==> config.mk <==
export PLATFORM = sky130hd
export DESIGN_NAME = mem_req_arbiter_flat
export DESIGN_NICKNAME = d
export VERILOG_FILES = /design/src/rtl/mem_req_arbiter_pkg.sv /design/src/rtl/mem_req_arbiter_if.sv /design/src/rtl/mem_req_arbiter.sv /design/src/flat_wrapper.sv
export SDC_FILE = /design/constraint.sdc
export NUM_CORES = 1
export LEC_CHECK = 0
export BUFFER_PORTS_ARGS = -buffer_cell sky130_fd_sc_hd__buf_2
export CORE_AREA = 5 5 301 303
export CTS_CLUSTER_SIZE = 14
export DETAILED_ROUTE_END_ITERATION = 8
export DIE_AREA = 0 0 306 308
export HOLD_SLACK_MARGIN = 0.15
export SETUP_SLACK_MARGIN = 0.15
export SLEW_MARGIN = 20
export SYNTH_ARGS = -nofsm -noshare
export SYNTH_HDL_FRONTEND = slang
export SYNTH_SLANG_ARGS = --single-unit
==> constraint.sdc <==
create_clock -name clk_i -period 2.1 [get_ports clk_i]
set_input_delay 0.21 -clock clk_i [delete_from_list [all_inputs] [get_ports clk_i]]
set_output_delay 0.21 -clock clk_i [all_outputs]
set_load 0.05 [all_outputs]
==> src/rtl/mem_req_arbiter_pkg.sv <==
// Shared types and default widths for the cache-to-memory request arbiter.
//   mem_arb_state_t : transaction phase (idle, request issued, waiting for data)
//   mem_arb_owner_t : which cache owns the transaction in flight
package mem_req_arbiter_pkg;

  localparam int DEF_ADDR_W = 40;
  localparam int DEF_LINE_W = 128;

  typedef enum logic [1:0] {
    ARB_IDLE,
    ARB_ISSUE,
    ARB_WAIT
  } mem_arb_state_t;

  typedef enum logic {
    ARB_OWNER_IC,
    ARB_OWNER_DC
  } mem_arb_owner_t;

endpackage

==> src/rtl/mem_req_arbiter_if.sv <==
// Memory-side request/response port shared by the caches.
//   req_valid / req_ready : request handshake (master drives valid)
//   req_we, req_addr, req_wdata : request payload, stable while req_valid
//   resp_valid, resp_data : single-cycle response from memory
// Modports: master = arbiter side, slave = memory side.
interface mem_req_arbiter_if
  import mem_req_arbiter_pkg::*;
#(
  parameter int ADDR_W = DEF_ADDR_W,
  parameter int LINE_W = DEF_LINE_W
) ();

  logic              req_valid;
  logic              req_ready;
  logic              req_we;
  logic [ADDR_W-1:0] req_addr;
  logic [LINE_W-1:0] req_wdata;
  logic              resp_valid;
  logic [LINE_W-1:0] resp_data;

  modport master (
    output req_valid, req_we, req_addr, req_wdata,
    input  req_ready, resp_valid, resp_data
  );

  modport slave (
    input  req_valid, req_we, req_addr, req_wdata,
    output req_ready, resp_valid, resp_data
  );

endinterface

==> src/rtl/mem_req_arbiter.sv <==
// Shares the single memory request port between icache refills and dcache line
// transactions. Round-robin between the two caches, one transaction in flight,
// registered response routed back to the owning cache. An icache refill killed by
// a fetch redirect still completes on the memory side, but its data is dropped.
// Ports:
//   clk_i, rstn_i          clock, asynchronous active-low reset
//   ic_req_*/ic_kill_i     icache refill request, ready, kill of outstanding refill
//   ic_resp_*              icache refill data, valid pulses for one cycle
//   dc_req_*               dcache refill/writeback request and ready
//   dc_resp_*              dcache response, pulses for writes as well
//   mem                    memory request/response port (master side)
//   busy_o                 transaction in flight
module mem_req_arbiter
  import mem_req_arbiter_pkg::*;
#(
  parameter int ADDR_W = DEF_ADDR_W,
  parameter int LINE_W = DEF_LINE_W
) (
  input  logic              clk_i,
  input  logic              rstn_i,

  input  logic              ic_req_valid_i,
  input  logic [ADDR_W-1:0] ic_req_addr_i,
  output logic              ic_req_ready_o,
  input  logic              ic_kill_i,
  output logic              ic_resp_valid_o,
  output logic [LINE_W-1:0] ic_resp_data_o,

  input  logic              dc_req_valid_i,
  input  logic              dc_req_we_i,
  input  logic [ADDR_W-1:0] dc_req_addr_i,
  input  logic [LINE_W-1:0] dc_req_wdata_i,
  output logic              dc_req_ready_o,
  output logic              dc_resp_valid_o,
  output logic [LINE_W-1:0] dc_resp_data_o,

  mem_req_arbiter_if.master mem,

  output logic              busy_o
);

  mem_arb_state_t state_q, state_d;
  mem_arb_owner_t last_grant_q;
  mem_arb_owner_t owner_q;
  logic           kill_q;

  logic              cap_we_q;
  logic [ADDR_W-1:0] cap_addr_q;
  logic [LINE_W-1:0] cap_wdata_q;

  logic              ic_resp_valid_q;
  logic              dc_resp_valid_q;
  logic [LINE_W-1:0] ic_resp_data_q;
  logic [LINE_W-1:0] dc_resp_data_q;

  logic gnt_ic;
  logic gnt_dc;
  logic accept;
  logic kill_now;
  logic resp_done;
  logic deliver_ic;
  logic deliver_dc;

  // Grant: a lone requester wins; on a tie the side that did not win last time wins.
  always_comb begin
    gnt_dc = dc_req_valid_i && (!ic_req_valid_i || (last_grant_q == ARB_OWNER_IC));
    gnt_ic = ic_req_valid_i && !gnt_dc;
  end

  always_comb begin
    state_d = state_q;
    accept  = 1'b0;
    unique case (state_q)
      ARB_IDLE: begin
        if (gnt_ic || gnt_dc) begin
          state_d = ARB_ISSUE;
          accept  = 1'b1;
        end
      end
      ARB_ISSUE: begin
        if (mem.req_ready) state_d = ARB_WAIT;
      end
      ARB_WAIT: begin
        if (mem.resp_valid) state_d = ARB_IDLE;
      end
      default: state_d = ARB_IDLE;
    endcase
  end

  // A kill arriving in the same cycle as the response must still suppress it,
  // so the live input is ORed with the sticky flag.
  always_comb begin
    kill_now   = ic_kill_i && (owner_q == ARB_OWNER_IC) && (state_q != ARB_IDLE);
    resp_done  = (state_q == ARB_WAIT) && mem.resp_valid;
    deliver_ic = resp_done && (owner_q == ARB_OWNER_IC) && !kill_q && !ic_kill_i;
    deliver_dc = resp_done && (owner_q == ARB_OWNER_DC);
  end

  always_ff @(posedge clk_i or negedge rstn_i) begin
    if (!rstn_i) begin
      state_q         <= ARB_IDLE;
      last_grant_q    <= ARB_OWNER_IC;
      owner_q         <= ARB_OWNER_IC;
      kill_q          <= 1'b0;
      cap_we_q        <= 1'b0;
      cap_addr_q      <= '0;
      cap_wdata_q     <= '0;
      ic_resp_valid_q <= 1'b0;
      dc_resp_valid_q <= 1'b0;
      ic_resp_data_q  <= '0;
      dc_resp_data_q  <= '0;
    end else begin
      state_q <= state_d;

      // Capture stage: request payload frozen at accept, held until memory takes it.
      if (accept) begin
        owner_q      <= gnt_dc ? ARB_OWNER_DC : ARB_OWNER_IC;
        last_grant_q <= gnt_dc ? ARB_OWNER_DC : ARB_OWNER_IC;
        cap_we_q     <= gnt_dc && dc_req_we_i;
        cap_addr_q   <= gnt_dc ? dc_req_addr_i : ic_req_addr_i;
        cap_wdata_q  <= gnt_dc ? dc_req_wdata_i : '0;
      end

      if (state_d == ARB_IDLE) kill_q <= 1'b0;
      else if (kill_now)       kill_q <= 1'b1;

      // Response stage: one-cycle pulse to the owner; data held between pulses.
      ic_resp_valid_q <= deliver_ic;
      dc_resp_valid_q <= deliver_dc;
      if (deliver_ic) ic_resp_data_q <= mem.resp_data;
      if (deliver_dc) dc_resp_data_q <= mem.resp_data;
    end
  end

  assign ic_req_ready_o  = rstn_i && (state_q == ARB_IDLE) && gnt_ic;
  assign dc_req_ready_o  = rstn_i && (state_q == ARB_IDLE) && gnt_dc;

  assign mem.req_valid   = (state_q == ARB_ISSUE);
  assign mem.req_we      = cap_we_q;
  assign mem.req_addr    = cap_addr_q;
  assign mem.req_wdata   = cap_wdata_q;

  assign ic_resp_valid_o = ic_resp_valid_q;
  assign ic_resp_data_o  = ic_resp_data_q;
  assign dc_resp_valid_o = dc_resp_valid_q;
  assign dc_resp_data_o  = dc_resp_data_q;

  assign busy_o          = (state_q != ARB_IDLE);

`ifndef SYNTHESIS
  // Memory must only answer while a request is outstanding.
  a_resp_only_in_wait: assert property (
    @(posedge clk_i) disable iff (!rstn_i) mem.resp_valid |-> (state_q == ARB_WAIT)
  );
`endif

endmodule
==> src/flat_wrapper.sv <==
// flat-port wrapper written by rule: the top's interface ports become plain ports
module mem_req_arbiter_flat import mem_req_arbiter_pkg::*;
#(
  parameter int ADDR_W = DEF_ADDR_W,
  parameter int LINE_W = DEF_LINE_W
)
  (clk_i, rstn_i, ic_req_valid_i, ic_req_addr_i, ic_req_ready_o, ic_kill_i, ic_resp_valid_o, ic_resp_data_o, dc_req_valid_i, dc_req_we_i, dc_req_addr_i, dc_req_wdata_i, dc_req_ready_o, dc_resp_valid_o, dc_resp_data_o, busy_o, mem_req_valid, mem_req_we, mem_req_addr, mem_req_wdata, mem_req_ready, mem_resp_valid, mem_resp_data);
  mem_req_arbiter_if #(.ADDR_W(ADDR_W), .LINE_W(LINE_W)) mem_i ();
  input  logic clk_i;
  input  logic rstn_i;
  input  logic ic_req_valid_i;
  input  logic [ADDR_W-1:0] ic_req_addr_i;
  output logic ic_req_ready_o;
  input  logic ic_kill_i;
  output logic ic_resp_valid_o;
  output logic [LINE_W-1:0] ic_resp_data_o;
  input  logic dc_req_valid_i;
  input  logic dc_req_we_i;
  input  logic [ADDR_W-1:0] dc_req_addr_i;
  input  logic [LINE_W-1:0] dc_req_wdata_i;
  output logic dc_req_ready_o;
  output logic dc_resp_valid_o;
  output logic [LINE_W-1:0] dc_resp_data_o;
  output logic busy_o;
  output wire logic [$bits(mem_i.req_valid)-1:0] mem_req_valid;
  output wire logic [$bits(mem_i.req_we)-1:0] mem_req_we;
  output wire logic [$bits(mem_i.req_addr)-1:0] mem_req_addr;
  output wire logic [$bits(mem_i.req_wdata)-1:0] mem_req_wdata;
  input wire logic [$bits(mem_i.req_ready)-1:0] mem_req_ready;
  input wire logic [$bits(mem_i.resp_valid)-1:0] mem_resp_valid;
  input wire logic [$bits(mem_i.resp_data)-1:0] mem_resp_data;
  assign mem_req_valid = mem_i.req_valid;
  assign mem_req_we = mem_i.req_we;
  assign mem_req_addr = mem_i.req_addr;
  assign mem_req_wdata = mem_i.req_wdata;
  assign mem_i.req_ready = mem_req_ready;
  assign mem_i.resp_valid = mem_resp_valid;
  assign mem_i.resp_data = mem_resp_data;
  mem_req_arbiter #(.ADDR_W(ADDR_W), .LINE_W(LINE_W)) u_core (.clk_i(clk_i), .rstn_i(rstn_i), .ic_req_valid_i(ic_req_valid_i), .ic_req_addr_i(ic_req_addr_i), .ic_req_ready_o(ic_req_ready_o), .ic_kill_i(ic_kill_i), .ic_resp_valid_o(ic_resp_valid_o), .ic_resp_data_o(ic_resp_data_o), .dc_req_valid_i(dc_req_valid_i), .dc_req_we_i(dc_req_we_i), .dc_req_addr_i(dc_req_addr_i), .dc_req_wdata_i(dc_req_wdata_i), .dc_req_ready_o(dc_req_ready_o), .dc_resp_valid_o(dc_resp_valid_o), .dc_resp_data_o(dc_resp_data_o), .mem(mem_i), .busy_o(busy_o));
endmodule
# Word level (Yosys, flattened, before mapping)
# Cells that the tools add are included.
# op_classes
n_eq_ne	2
muxes	11
addsub	0
n_reduce_logical	23
multipliers	0
n_bitwise	1
shift	0
n_lt_le_gt_ge	0
n_div	0
# op_table
cell	count
two-way mux 128 bit	1
two-way mux 40 bit	1
logical AND 1 bit	13
two-way mux 2 bit	3
one-hot mux 2 bit (3 select lines)	1
two-way mux 1 bit	5
logical NOT 1 bit	4
logical NOT 2 bit	2
nonzero test 2 bit	2
equality test 2 x 1 -> 1 bit (second input constant)	1
equality test 2 bit (second input constant)	1
logical OR 1 bit	2
NOT 1 bit	1
# word_totals
output_inout_bits	431
reg_bits	431
elab_cells	47
mem_count	0
mem_bits_rw	0
inputBits	344
romBits	0
latchBits	0

# Logic depth before layout (Yosys ltp)
# depth
depth_word	10
mapped_depth	6
mapped_depth_nobuf	3

# Least setup slack after synthesis
# No wires, ideal clock.
# synth_timing
path_kind	register -> output
start	register u_core.state_q[0]
end	output ic_req_ready_o
arrival_time_ns	1.726
t_required_ns	1.890
path_stages_with_launch	5
slack_ns	0.164
cell_sequence	dfrtp_1 > nor2_2 > clkbuf_1 > nand3_1 > nor2_1
# synth_via
elab_chain_len	3
# synth_rtl
item	line_no	rtl
start: declaration	mem_req_arbiter.sv:42	mem_arb_state_t state_q, state_d;
start signal: assignment	mem_req_arbiter.sv:113	state_q <= state_d;
logical NOT 2 bit	mem_req_arbiter.sv:135	assign ic_req_ready_o = rstn_i && (state_q == ARB_IDLE) && gnt_ic;
logical AND 1 bit (2 in a row)	mem_req_arbiter.sv:135	
end: declaration	flat_wrapper.sv:13	output logic ic_req_ready_o;
# No other way between the ends.

==> metrics.cfg <==
[routing]
ant_nets=0
avgViaCountPerCell=4.06
drt_iter0_drc=616
vias=14000
drt-total-wl_um=62000
drc=0
wire_per_inst_um=18.0
drt-pass1-iter-count=5

[die]
initial_core_util=0.183
fp.dieW_um=306
ioPinCount=775
row_count=109
coreArea_um2=87700
dieArea_um2=94200
die_y_um=308

[synth]
synth_area_um2=16100
synthXorXnorAreaFrac=0
yosysMostFrequentCell=dfrtp_1
ys_warn_count=0
syn-instance-count=1081
synth_area_leaders=dfrtp_1, mux2_1, a22o_1, nand2_1, buf_2
synth_largest_area_cell=dfrtp_1
async_flop_share=1.00
ys.flop_type=dfrtp_1
synth_compound_area_frac=0.102
synth_edf_count=0
synth_simple_gate_area_frac=0.0243
muxShareOfSynthArea=0.179
avgSynthCellArea_um2=14.9
synth.distinct_cells=25
synth_top_family_by_area=multiplexers
synth_top_area_frac=0.671
yosys_register_bits=431
post_synth_fa_ha_maj_area_fraction=0
syn-num-nets=1425
synth_common_cells=dfrtp_1, mux2_1, a22o_1, nand2_1, buf_2
seq_area_frac_synth=0.671

[layout]
fin_area_um2=27000
layoutNonFillerInstCount=3445
layout.nets=2582
layout-drive-gt1-share=0.409
area_growth_pct=68.2

[place]
pre_cts_slack_ns=0.215
dp_cells=3005
dpl_cell_area_um2=21800
io_buffers=774
place.gp.congestion=0.852
dp_hpwl_um=44600

[setup_path]
critPathSlowestCell=dfrtp_1
r2r-end=u_core.ic_resp_data_o[72]$_DFFE_PN0P_
cp_common_cell=buf_12
cp-end-kind=register
cp-startpoint=u_core.last_grant_q$_DFFE_PN0P_
cp_cell_sequence=nor3_2 > nand4b_1 > buf_12 > buf_12 > mux2_1
worstReg2RegStart=u_core.last_grant_q$_DFFE_PN0P_
path_max_fanout=30
cp-endpoint=u_core.ic_resp_data_o[72]$_DFFE_PN0P_
reg2regPathDepth=5
max_stage_delay_ns=0.47
path_class=reg2reg
r2r_setup_slack_ns=0.22
cp-start-kind=register
worstPathArrival_ns=2.32
critPathRequiredTime_ns=2.54

[global_routing]
overflow=0
grt_pass1_vias=15300
grt_pass1_wl_um=93300
grt_antenna_before_repair=9
grt_use_total=0.126
grt_max_degree=98

[sta]
hold_slack_ns=0.281
slew_headroom=0.616
setup-violations-final=0
fin_crit_ns=1.88
maxSlewViolCount=0
tightestPinTransition_ns=0.576
grt_setup_unrepaired=no
fin_skew_ns=0.0131
finalCritPeriodShare=0.896
finalHoldViolations=0
tns_ns=0
max_freq_mhz=531
finalWorstSetupSlack_ns=0.218

[power_and_ir_drop]
power.internal_uw=24100
p_clk_frac=0.182
power_density_nw_per_um2=1810
switchingPower_uw=24800
combinationalPowerShare=0.525
pwr-share-seq=0.293
vdd_drop_max_uv=1300
switching_share=0.506
p_leak_uw=0.0137

[clocking]
cts_tree=built
clock_path_buffers=3
clkTransAtPathRegs_ns=0.06
root_buffer=clkbuf_16
clock-sinks=431
htree_levels=2
cts_buffers=47
insertion_delay_ns=0.57

[outcome]
status=complete, no violations

[min_path]
hold_path.class=in2async

[flow_run]
cap_violations=0

==> state kept, by name (all words and copies together) (netlist names) <==
signal	flops
u_core.dc_resp_data_o	128
u_core.ic_resp_data_o	128
u_core.mem.req_wdata	128
u_core.mem.req_addr	40
u_core.state_q	2
u_core.dc_resp_valid_o	1
u_core.ic_resp_valid_o	1
u_core.kill_q	1
u_core.last_grant_q	1
u_core.mem.req_we	1
==> per-layer routing <==
metal | vias up | global-route usage | part of all wire
li1 | 6248 | - | -
met1 | 6851 | 0.145 | 0.39
met2 | 689 | 0.215 | 0.48
met3 | 180 | 0.0388 | 0.083
met4 | 2 | 0.0571 | 0.049
met5 | - | 0 | 0.00027
==> metrics by stage <==
step	power (µW)	utilization
floorplan	32100	-
global placement	39200	0.249
detailed placement	39500	0.249
CTS	49400	0.308
global route	51100	0.308
finish	48900	0.308
==> worst min-delay path by stage <==
stage | from | end | slack, ns | depth (start not counted)
floorplan | rstn_i | u_core.dc_resp_data_o[0]$_DFFE_PN0P_ | -0.09 | 0
global placement | rstn_i | u_core.mem.req_addr[21]$_DFFE_PN0P_ | 0.13 | 1
detailed placement | rstn_i | u_core.mem.req_addr[12]$_DFFE_PN0P_ | 0.14 | 1
CTS | rstn_i | u_core.mem.req_wdata[6]$_DFFE_PN0P_ | 0.23 | 3
global route | rstn_i | u_core.mem.req_wdata[6]$_DFFE_PN0P_ | 0.28 | 3
finish | rstn_i | u_core.mem.req_addr[12]$_DFFE_PN0P_ | 0.28 | 3
==> area by class of cell <==
class | instances | area [µm²]
diodes | 5 | 12.5
fillers | 8713 | 60700
multi-input cells | 568 | 4940
clock buffers | 67 | 1380
well taps | 1165 | 1460
inverters | 4 | 15.0
flip-flops and latches | 431 | 10800
repair buffers | 1186 | 8140
clock inverters | 19 | 288
==> cell families after synthesis <==
family | Yosys count
muxes | 256
AOI/OAI and AO/OA | 217
and+or+nand+nor | 95
DFF | 431
buffers and inverters | 82
==> worst max-delay path, delay by kind of cell, from the launching register on <==
kind,cells,cell delay [ns]
buf+inv,2,0.46
mux,1,0.32
simple gates,2,0.41
flops,1,0.47
==> power by group through the flow <==
stage | combinational, µW | sequential (µW) | clock, µW
final | 25700 | 14300 | 8880
after global routing | 26900 | 14800 | 9450
after CTS | 25800 | 14300 | 9220
after detailed placement | 25100 | 14400 | 0
after global placement | 24800 | 14400 | 0
after floorplan | 4540 | 27500 | 0
==> cell usage in the layout (no fill, tap or decap), types with 2 or more instances in the layout <==
cell type and count:
buf_2 771, dfrtp_1 429, dlygate4sd3_1 341, mux2_1 256, a22o_1 130, nand2_1 81
clkbuf_16 49, buf_4 49, a21oi_1 41, a31oi_1 40, buf_12 22, clkbuf_1 9
clkbuf_8 9, bufinv_16 7, clkinv_2 6, diode_2 5, inv_1 4, clkinvlp_4 4
nor2_1 2, nand4b_1 2, o21ai_0 2, clkinv_4 2, dfrtp_2 2
==> timing repair <==
action | CTS | global route
gates resized for setup | 8 | 1
gates cloned | 1 | 0
setup buffers | 6 | 0
hold endpoints to repair | 638 | 0
hold buffers | 342 | 0
setup endpoints to repair | 3 | 90
pin swaps | 2 | 2
No activity file was read; power rests on OpenSTA's default activity.
